**config.mk**
```make
export PLATFORM = sky130hd
export DESIGN_NAME = sysid_read_arbiter_flat
export DESIGN_NICKNAME = d
export VERILOG_FILES = /design/src/rtl/sysid_read_arbiter_if.sv /design/src/rtl/sysid_read_arbiter.sv /design/src/flat_wrapper.sv
export SDC_FILE = /design/constraint.sdc
export NUM_CORES = 1
export LEC_CHECK = 0
export ABC_AREA = 0
export BUFFER_PORTS_ARGS = -buffer_cell sky130_fd_sc_hd__clkbuf_2
export CAP_MARGIN = 20
export CORE_UTILIZATION = 46
export CTS_BUF_LIST = sky130_fd_sc_hd__clkbuf_4
export DETAILED_ROUTE_END_ITERATION = 12
export MAX_ROUTING_LAYER = met4
export PLACE_DENSITY = 0.78
export SETUP_SLACK_MARGIN = 0.15
export SKIP_LAST_GASP = 1
export SLEW_MARGIN = 25
export SYNTH_ARGS = -nofsm -noshare
export SYNTH_HDL_FRONTEND = slang
export SYNTH_SLANG_ARGS = --single-unit
```
**constraint.sdc**
```tcl
create_clock -name clock -period 1.97 [get_ports clock]
set_input_delay 0 -clock clock [delete_from_list [all_inputs] [get_ports clock]]
set_output_delay 0 -clock clock [all_outputs]
set_load 0.05 [all_outputs]
```
**src/rtl/sysid_read_arbiter_if.sv**
```systemverilog
// sysid_read_arbiter_if: two requester read ports plus the shared system-ID slave port.
// The slave modport is the arbiter's view; the master modport is the surrounding environment.
interface sysid_read_arbiter_if;
   logic        m0_read;
   logic        m0_address;
   logic        m0_waitrequest;
   logic [31:0] m0_readdata;
   logic        m0_readdatavalid;
   logic        m1_read;
   logic        m1_address;
   logic        m1_waitrequest;
   logic [31:0] m1_readdata;
   logic        m1_readdatavalid;
   logic        s_address;
   logic [31:0] s_readdata;
   modport slave (
      input  m0_read, m0_address, m1_read, m1_address, s_readdata,
      output m0_waitrequest, m0_readdata, m0_readdatavalid,
      output m1_waitrequest, m1_readdata, m1_readdatavalid, s_address
   );
   modport master (
      output m0_read, m0_address, m1_read, m1_address, s_readdata,
      input  m0_waitrequest, m0_readdata, m0_readdatavalid,
      input  m1_waitrequest, m1_readdata, m1_readdatavalid, s_address
   );
endinterface

```
**src/rtl/sysid_read_arbiter.sv**
```systemverilog
// sysid_read_arbiter: round-robin arbiter giving two requesters read access to one system-ID slave.
// One transaction at a time: IDLE grants, ACCESS waits/captures, RESP returns data.
module sysid_read_arbiter #(
   parameter int unsigned WAIT_CYCLES = 0
) (
   input  logic                 clock,
   input  logic                 reset_n,
   sysid_read_arbiter_if.slave  bus
);
   typedef enum logic [1:0] {IDLE, ACCESS, RESP} state_t;
   localparam logic [3:0] WAIT_INIT = 4'(WAIT_CYCLES);
   state_t      state, state_nx;
   logic        grant, last_grant, addr, winner, any_read, done;
   logic [3:0]  cnt;
   logic [31:0] rdata0, rdata1;
   assign any_read = bus.m0_read | bus.m1_read;
   // On a tie the requester not served last wins; otherwise the sole requester wins.
   assign winner = (bus.m0_read & bus.m1_read) ? ~last_grant : bus.m1_read;
   assign done = (state == ACCESS) && (cnt == 4'd0);
   always_comb begin
      state_nx             = IDLE;
      bus.m0_waitrequest   = 1'b1;
      bus.m1_waitrequest   = 1'b1;
      bus.m0_readdatavalid = 1'b0;
      bus.m1_readdatavalid = 1'b0;
      bus.s_address        = 1'b0;
      state_nx             = state == IDLE   ? (any_read ? ACCESS : IDLE) :
                             state == ACCESS ? (done ? RESP : ACCESS) : IDLE;
      bus.m0_waitrequest   = !(done && !grant);
      bus.m1_waitrequest   = !(done && grant);
      bus.m0_readdatavalid = (state == RESP) && !grant;
      bus.m1_readdatavalid = (state == RESP) && grant;
      bus.s_address        = (state != IDLE) ? addr : 1'b0;
   end
   assign bus.m0_readdata = rdata0;
   assign bus.m1_readdata = rdata1;
   always_ff @(posedge clock or negedge reset_n) begin
      if (!reset_n) begin
         state      <= IDLE;
         grant      <= 1'b0;
         last_grant <= 1'b1;
         addr       <= 1'b0;
         cnt        <= 4'd0;
         rdata0     <= 32'd0;
         rdata1     <= 32'd0;
      end else begin
         state <= state_nx;
         if (state == IDLE && any_read) begin
            grant <= winner;
            addr  <= winner ? bus.m1_address : bus.m0_address;
            cnt   <= WAIT_INIT;
         end
         if (state == ACCESS && !done) cnt <= cnt - 4'd1;
         if (done) begin
            last_grant <= grant;
            if (grant) rdata1 <= bus.s_readdata;
            else       rdata0 <= bus.s_readdata;
         end
      end
   end
endmodule

```
**src/flat_wrapper.sv**
```systemverilog
// flat-port wrapper written by rule: the top's interface ports become plain ports
module sysid_read_arbiter_flat 
#(
   parameter int unsigned WAIT_CYCLES = 0
)
  (clock, reset_n, bus_m0_read, bus_m0_address, bus_m1_read, bus_m1_address, bus_s_readdata, bus_m0_waitrequest, bus_m0_readdata, bus_m0_readdatavalid, bus_m1_waitrequest, bus_m1_readdata, bus_m1_readdatavalid, bus_s_address);
  sysid_read_arbiter_if bus_i ();
  input  logic clock;
  input  logic reset_n;
  input wire logic [$bits(bus_i.m0_read)-1:0] bus_m0_read;
  input wire logic [$bits(bus_i.m0_address)-1:0] bus_m0_address;
  input wire logic [$bits(bus_i.m1_read)-1:0] bus_m1_read;
  input wire logic [$bits(bus_i.m1_address)-1:0] bus_m1_address;
  input wire logic [$bits(bus_i.s_readdata)-1:0] bus_s_readdata;
  output wire logic [$bits(bus_i.m0_waitrequest)-1:0] bus_m0_waitrequest;
  output wire logic [$bits(bus_i.m0_readdata)-1:0] bus_m0_readdata;
  output wire logic [$bits(bus_i.m0_readdatavalid)-1:0] bus_m0_readdatavalid;
  output wire logic [$bits(bus_i.m1_waitrequest)-1:0] bus_m1_waitrequest;
  output wire logic [$bits(bus_i.m1_readdata)-1:0] bus_m1_readdata;
  output wire logic [$bits(bus_i.m1_readdatavalid)-1:0] bus_m1_readdatavalid;
  output wire logic [$bits(bus_i.s_address)-1:0] bus_s_address;
  assign bus_i.m0_read = bus_m0_read;
  assign bus_i.m0_address = bus_m0_address;
  assign bus_i.m1_read = bus_m1_read;
  assign bus_i.m1_address = bus_m1_address;
  assign bus_i.s_readdata = bus_s_readdata;
  assign bus_m0_waitrequest = bus_i.m0_waitrequest;
  assign bus_m0_readdata = bus_i.m0_readdata;
  assign bus_m0_readdatavalid = bus_i.m0_readdatavalid;
  assign bus_m1_waitrequest = bus_i.m1_waitrequest;
  assign bus_m1_readdata = bus_i.m1_readdata;
  assign bus_m1_readdatavalid = bus_i.m1_readdatavalid;
  assign bus_s_address = bus_i.s_address;
  sysid_read_arbiter #(.WAIT_CYCLES(WAIT_CYCLES)) u_core (.clock(clock), .reset_n(reset_n), .bus(bus_i));
endmodule
```
======== After elaboration in Yosys (flattened, before gate mapping) ========
Index checks and enable logic that the tools add are counted.
storage, ports and cells
  output and inout bits ................... 69
  bits of input ports ..................... 38
  logic and storage cells ................. 40
  register bits after elaboration ......... 73
operators by class
  mux-type cells .......................... 9
  bitwise operators ....................... 4
  $add $sub $neg .......................... 1
  equality and inequality tests ........... 2
  reductions and logical operators ........ 17
operator list
  operator               number
  $mux W4                2
  $logic_and A1 B1 Y1    7
  $mux W2                3
  $logic_not A1 Y1       4
  $logic_not A4 Y1       1
  $mux W1                4
  $reduce_and A2 Y1      2
  $reduce_bool A2 Y1     2
  $sub A4 B1 Y4 const B  1
  $eq A2 B1 Y1 const B   1
  $eq A2 B2 Y1 const B   1
  $logic_not A2 Y1       1
  $not A1 Y1             2
  $and A1 B1 Y1          1
  $or A1 B1 Y1           1

======== Depth between registers and ports, before layout ========
  depth in word-level cells ............... 5
  mapped depth ............................ 7
  mapped depth without buffers ............ 5

======== Worst setup path after synthesis ========
No wires, ideal clock.
  kind .................................... flip-flop to flip-flop
  start ................................... reg u_core.cnt[0]
  end ..................................... reg u_core.rdata1[23], in the netlist u_core.bus.m1_readdata[23]
  library setup time ...................... 0.125 ns
  data arrival time ....................... 1.739 ns
  data required time ...................... 1.845 ns
  slack ................................... 0.106 ns
  clock period less this slack ............ 1.864 ns
  stages on the path, launching flop included .. 8
  path through ............................ dfrtp_1 > inv_1 > ha_1 > nand4bb_1 > or3b_1 > buf_6 > buf_6 > mux2_4
between the ends
  longest elaborated chain between the ends .. 3
RTL lines
  element                             RTL line                  RTL
  start, declared                     sysid_read_arbiter.sv:14  logic [3:0] cnt;
  start signal, assigned              sysid_read_arbiter.sv:53  if (state == ACCESS && !done) cnt <= cnt - 4'd1;
  $logic_not A4 Y1                    sysid_read_arbiter.sv:19  assign done = (state == ACCESS) && (cnt == 4'd0);
  $logic_and A1 B1 Y1                 sysid_read_arbiter.sv:19
  $reduce_and A2 Y1 (no source line)  n/a
  end signal, assigned                sysid_read_arbiter.sv:56  if (grant) rdata1 <= bus.s_readdata;
  end, declared                       sysid_read_arbiter.sv:15  logic [31:0] rdata0, rdata1;
No other way between the ends.
A chain may end at the register's enable or synchronous reset.

======== Final worst setup path ========
  start ................................... reg u_core.cnt[1]
  end ..................................... reg u_core.rdata0[0], in the netlist u_core.bus.m0_readdata[0]
between the ends
  longest elaborated chain between the ends .. 3
RTL lines
  element                             RTL line                  RTL
  $logic_not A4 Y1                    sysid_read_arbiter.sv:19
  $logic_and A1 B1 Y1                 sysid_read_arbiter.sv:19
  $reduce_and A2 Y1 (no source line)  n/a
  end signal, assigned                sysid_read_arbiter.sv:57  else rdata0 <= bus.s_readdata;
  end, declared                       sysid_read_arbiter.sv:15
No other way between the ends.

==> metrics.txt <==
# TYPE chip_impl_metric gauge
chip_impl_metric{name="design.core.area",unit="um^2"} 6310
chip_impl_metric{name="timing.clock.skew",unit="ps"} 16.1
chip_impl_metric{name="finished_cell_area",unit="um^2"} 4430
chip_impl_metric{name="grt.overflow.total",unit=""} 0
chip_impl_metric{name="maxCapViolations",unit=""} 0
chip_impl_metric{name="layout-area-overhead-vs-synth",unit="%"} 47.8
chip_impl_metric{name="reg2reg_slack",unit="ps"} -20
chip_impl_info{name="violations",value="setup timing"} 1
chip_impl_metric{name="cts_buffer_depth",unit=""} 2
chip_impl_metric{name="floorplan.initialDensity",unit=""} 0.475
chip_impl_metric{name="grt_max_degree",unit=""} 37
chip_impl_metric{name="slowest_delay",unit="ps"} 410
chip_impl_metric{name="die_area",unit="um^2"} 6840
chip_impl_info{name="mostFrequentLayoutCell",value="sky130_fd_sc_hd__clkbuf_2"} 1
chip_impl_info{name="cp_top_family",value="buffers and inverters"} 1
chip_impl_metric{name="worst-path-max-fanout",unit=""} 10
chip_impl_metric{name="synthCells",unit=""} 184
chip_impl_metric{name="clkSlewWorstSetupHoldPaths",unit="ps"} 110
chip_impl_info{name="setup.worst_path.start_class",value="register"} 1
chip_impl_metric{name="final-hold-violation-count",unit=""} 0
chip_impl_metric{name="cp.required",unit="ps"} 2260
chip_impl_metric{name="dieWidth",unit="um"} 82.7
chip_impl_metric{name="n_fill_cell",unit=""} 445
chip_impl_metric{name="drc",unit=""} 0
chip_impl_info{name="commonest_cells_after_routing_fill_and_taps_aside",value="sky130_fd_sc_hd__clkbuf_2, sky130_fd_sc_hd__dfrtp_1, sky130_fd_sc_hd__mux2_2"} 1
chip_impl_metric{name="share_of_final_layout_standard_cells_stronger_than_drive_strength_1",unit=""} 0.606
chip_impl_metric{name="cts_made_buffers",unit=""} 9
chip_impl_metric{name="post_synth_instance_area",unit="um^2"} 3000
chip_impl_metric{name="place_hpwl",unit="um"} 4010
chip_impl_metric{name="grt_usage",unit=""} 0.210
chip_impl_metric{name="pins_over_slew_limit",unit=""} 0
chip_impl_info{name="root_buffer_master",value="sky130_fd_sc_hd__clkbuf_4"} 1
chip_impl_metric{name="synth-warning-count",unit=""} 0
chip_impl_info{name="endpoint_kind",value="register"} 1
chip_impl_metric{name="port_buffers",unit=""} 106
chip_impl_metric{name="antenna_found_initial",unit=""} 0
chip_impl_metric{name="worst_slew_pin_slew",unit="ps"} 614
chip_impl_metric{name="post-place-ws",unit="ps"} 20.5
chip_impl_metric{name="final_nets",unit=""} 394
chip_impl_metric{name="detailed_place.area",unit="um^2"} 3660
chip_impl_metric{name="clock_sinks",unit=""} 73
chip_impl_metric{name="wire_length_of_the_first_global_routing_pass",unit="um"} 10100
chip_impl_metric{name="drt-total-wl",unit="um"} 6810
chip_impl_metric{name="synth_seq_area_share",unit=""} 0.610
chip_impl_info{name="status",value="finished with violations"} 1
chip_impl_metric{name="clock_latency",unit="ps"} 410
chip_impl_metric{name="via_per_inst",unit=""} 4.85
chip_impl_metric{name="syn-num-nets",unit=""} 223
chip_impl_metric{name="detailedRoute.firstIterationViolations",unit=""} 55
chip_impl_info{name="tritoncts",value="done"} 1
chip_impl_info{name="path_cells",value="inv_2 > ha_4 > nand4bb_1 > buf_4 > or3_4 > buf_4 > buf_12 > mux2_2"} 1
chip_impl_metric{name="per_cell_routed_wire_length",unit="um"} 15.6
chip_impl_info{name="cp_slowest_cell",value="sky130_fd_sc_hd__dfrtp_1"} 1
chip_impl_metric{name="dr_total_vias",unit=""} 2120
chip_impl_metric{name="fin_crit_sh",unit=""} 1.01
chip_impl_metric{name="finalSetupViolCount",unit=""} 19
chip_impl_metric{name="fmax",unit="MHz"} 504
chip_impl_info{name="hold_class",value="in -> reg"} 1
chip_impl_metric{name="htreeDepth",unit=""} 3
chip_impl_metric{name="post_synth_num_cell_types",unit=""} 28
chip_impl_metric{name="antenna_cells",unit=""} 0
chip_impl_metric{name="detail_route.first_pass.iterations",unit=""} 2
chip_impl_metric{name="die_height",unit="um"} 82.7
chip_impl_metric{name="layout_setup_ws",unit="ps"} -16.1
chip_impl_metric{name="postSynthRegisterBits",unit=""} 73
chip_impl_info{name="rsz0062_at_grt",value="yes"} 1
chip_impl_metric{name="global_placement_routability_congestion",unit=""} 0.753
chip_impl_metric{name="critPathBufInv",unit=""} 4
chip_impl_info{name="crit_type",value="reg -> reg"} 1
chip_impl_metric{name="max_slew_margin",unit=""} 0.591
chip_impl_metric{name="syn-mean-instance-area",unit="um^2"} 16.3
chip_impl_metric{name="drtAntennaViolNets",unit=""} 0
chip_impl_info{name="timing.critical_path.mode_cell",value="sky130_fd_sc_hd__buf_4"} 1
chip_impl_metric{name="final_period_minus_worst_setup_slack",unit="ps"} 1990
chip_impl_metric{name="core.rowCount",unit=""} 29
chip_impl_metric{name="first_global_vias",unit=""} 2134
chip_impl_metric{name="cp_data_arrival_time",unit="ps"} 2270
chip_impl_metric{name="ioPinCount",unit=""} 107
[path summary, 6_finish.rpt]
check / startpoint / endpoint / depth (start not counted)
max in group asynchronous: reset_n / u_core.last_grant / 3
min in group asynchronous: reset_n / u_core.bus.m0_readdata[12] / 2
worst min register to register: u_core.last_grant / u_core.last_grant / 2
worst max register to register: u_core.cnt[1] / u_core.bus.m0_readdata[0] / 8
worst min-delay path: bus_m1_read / u_core.cnt[0] / 4
worst max-delay path: u_core.cnt[1] / u_core.bus.m0_readdata[0] / 8
[what timing repair did]
item / 4_1_cts / 5_1_grt
hold endpoints to repair: 91 / 0
setup buffers: 6 / 8
endpoints found under the setup margin: 66 / 65
hold buffers: 37 / 0
gates resized for setup: 16 / 12
pin swaps: 2 / 1
gates cloned: 1 / 1
[per-layer routing]
layer	part of all wire	up-vias	track usage	wire length, um
met4	0.014	0	0.0776	96
met1	0.43	1037	0.250	2940
li1	-	1002	-	-
met3	0.046	10	0.0385	311
met5	0	-	-	0
met2	0.51	71	0.354	3460
[worst reg2reg max path, stage by stage (launching register included)]
cell and delay (ps):
sky130_fd_sc_hd__dfrtp_1 410, sky130_fd_sc_hd__inv_2 80, sky130_fd_sc_hd__ha_4 130, sky130_fd_sc_hd__nand4bb_1 150, sky130_fd_sc_hd__buf_4 180, sky130_fd_sc_hd__or3_4 340
sky130_fd_sc_hd__buf_4 180, sky130_fd_sc_hd__buf_12 150, sky130_fd_sc_hd__mux2_2 270
[cell usage after synthesis]
cell                        number  area, um^2
sky130_fd_sc_hd__a21boi_0        1        7.51
sky130_fd_sc_hd__a21oi_1         1        5.00
sky130_fd_sc_hd__a22o_1          1        8.76
sky130_fd_sc_hd__and2_1          1        6.26
sky130_fd_sc_hd__and3b_1         1        8.76
sky130_fd_sc_hd__buf_2           1        5.00
sky130_fd_sc_hd__buf_6           7        78.8
sky130_fd_sc_hd__dfrtp_1        72        1800
sky130_fd_sc_hd__dfstp_2         1        26.3
sky130_fd_sc_hd__ha_1            1        12.5
sky130_fd_sc_hd__inv_1           2        7.51
sky130_fd_sc_hd__mux2_2         38         428
sky130_fd_sc_hd__mux2_4         28         420
sky130_fd_sc_hd__mux2i_1         2        20.0
sky130_fd_sc_hd__nand2_1         2        7.51
sky130_fd_sc_hd__nand2b_1        1        6.26
sky130_fd_sc_hd__nand3_1         2        10.0
sky130_fd_sc_hd__nand4bb_1       1        11.3
sky130_fd_sc_hd__nor2_1          3        11.3
sky130_fd_sc_hd__nor2b_1         3        18.8
sky130_fd_sc_hd__nor3b_1         1        7.51
sky130_fd_sc_hd__o211ai_1        2        15.0
sky130_fd_sc_hd__o21ai_0         6        30.0
sky130_fd_sc_hd__or2_2           1        6.26
sky130_fd_sc_hd__or2b_1          1        7.51
sky130_fd_sc_hd__or3_1           2        12.5
sky130_fd_sc_hd__or3b_1          1        8.76
sky130_fd_sc_hd__or4_1           1        7.51
[kinds of logic after synthesis]
logic type | count (synthesis) | share of synthesized area
compound gates | 11 | 0.0221
flops | 73 | 0.610
buf+inv | 10 | 0.0305
simple gates | 21 | 0.0434
fa+ha+maj | 1 | 0.00417
mux | 68 | 0.290
[stage by stage]
step	hold WS [ps]	TNS (ps)	std cells	util
2_1_floorplan	-296	0	184	-
3_3_place_gp	37.0	0	368	0.580
3_5_place_dp	50.3	0	368	0.580
4_1_cts	4.17	0	428	0.681
5_1_grt	69.0	-1800	437	0.702
6_report	23.2	-208	437	0.702
[flip-flops by register name, indices dropped and copies added (netlist names)]
signal and flops:
u_core.bus.m0_readdata 32, u_core.bus.m1_readdata 32, u_core.cnt 4, u_core.state 2, u_core.addr 1, u_core.grant 1
u_core.last_grant 1
[cell type report]
class / count / area (um^2) / area share
Timing Repair Buffer: 168 / 1270 / 0.287
Multi-Input combinational cell: 101 / 1100 / 0.248
Sequential cell: 73 / 1830 / 0.413
Clock inverter: 7 / 61.3 / 0.0138
Inverter: 2 / 7.51 / 0.00169
Tap cell: 77 / 96.3 / 0.0217
Clock buffer: 9 / 67.6 / 0.0152
Power is not shown: default switching activity piles up to over one toggle a cycle in this logic, so the estimate is an artifact.
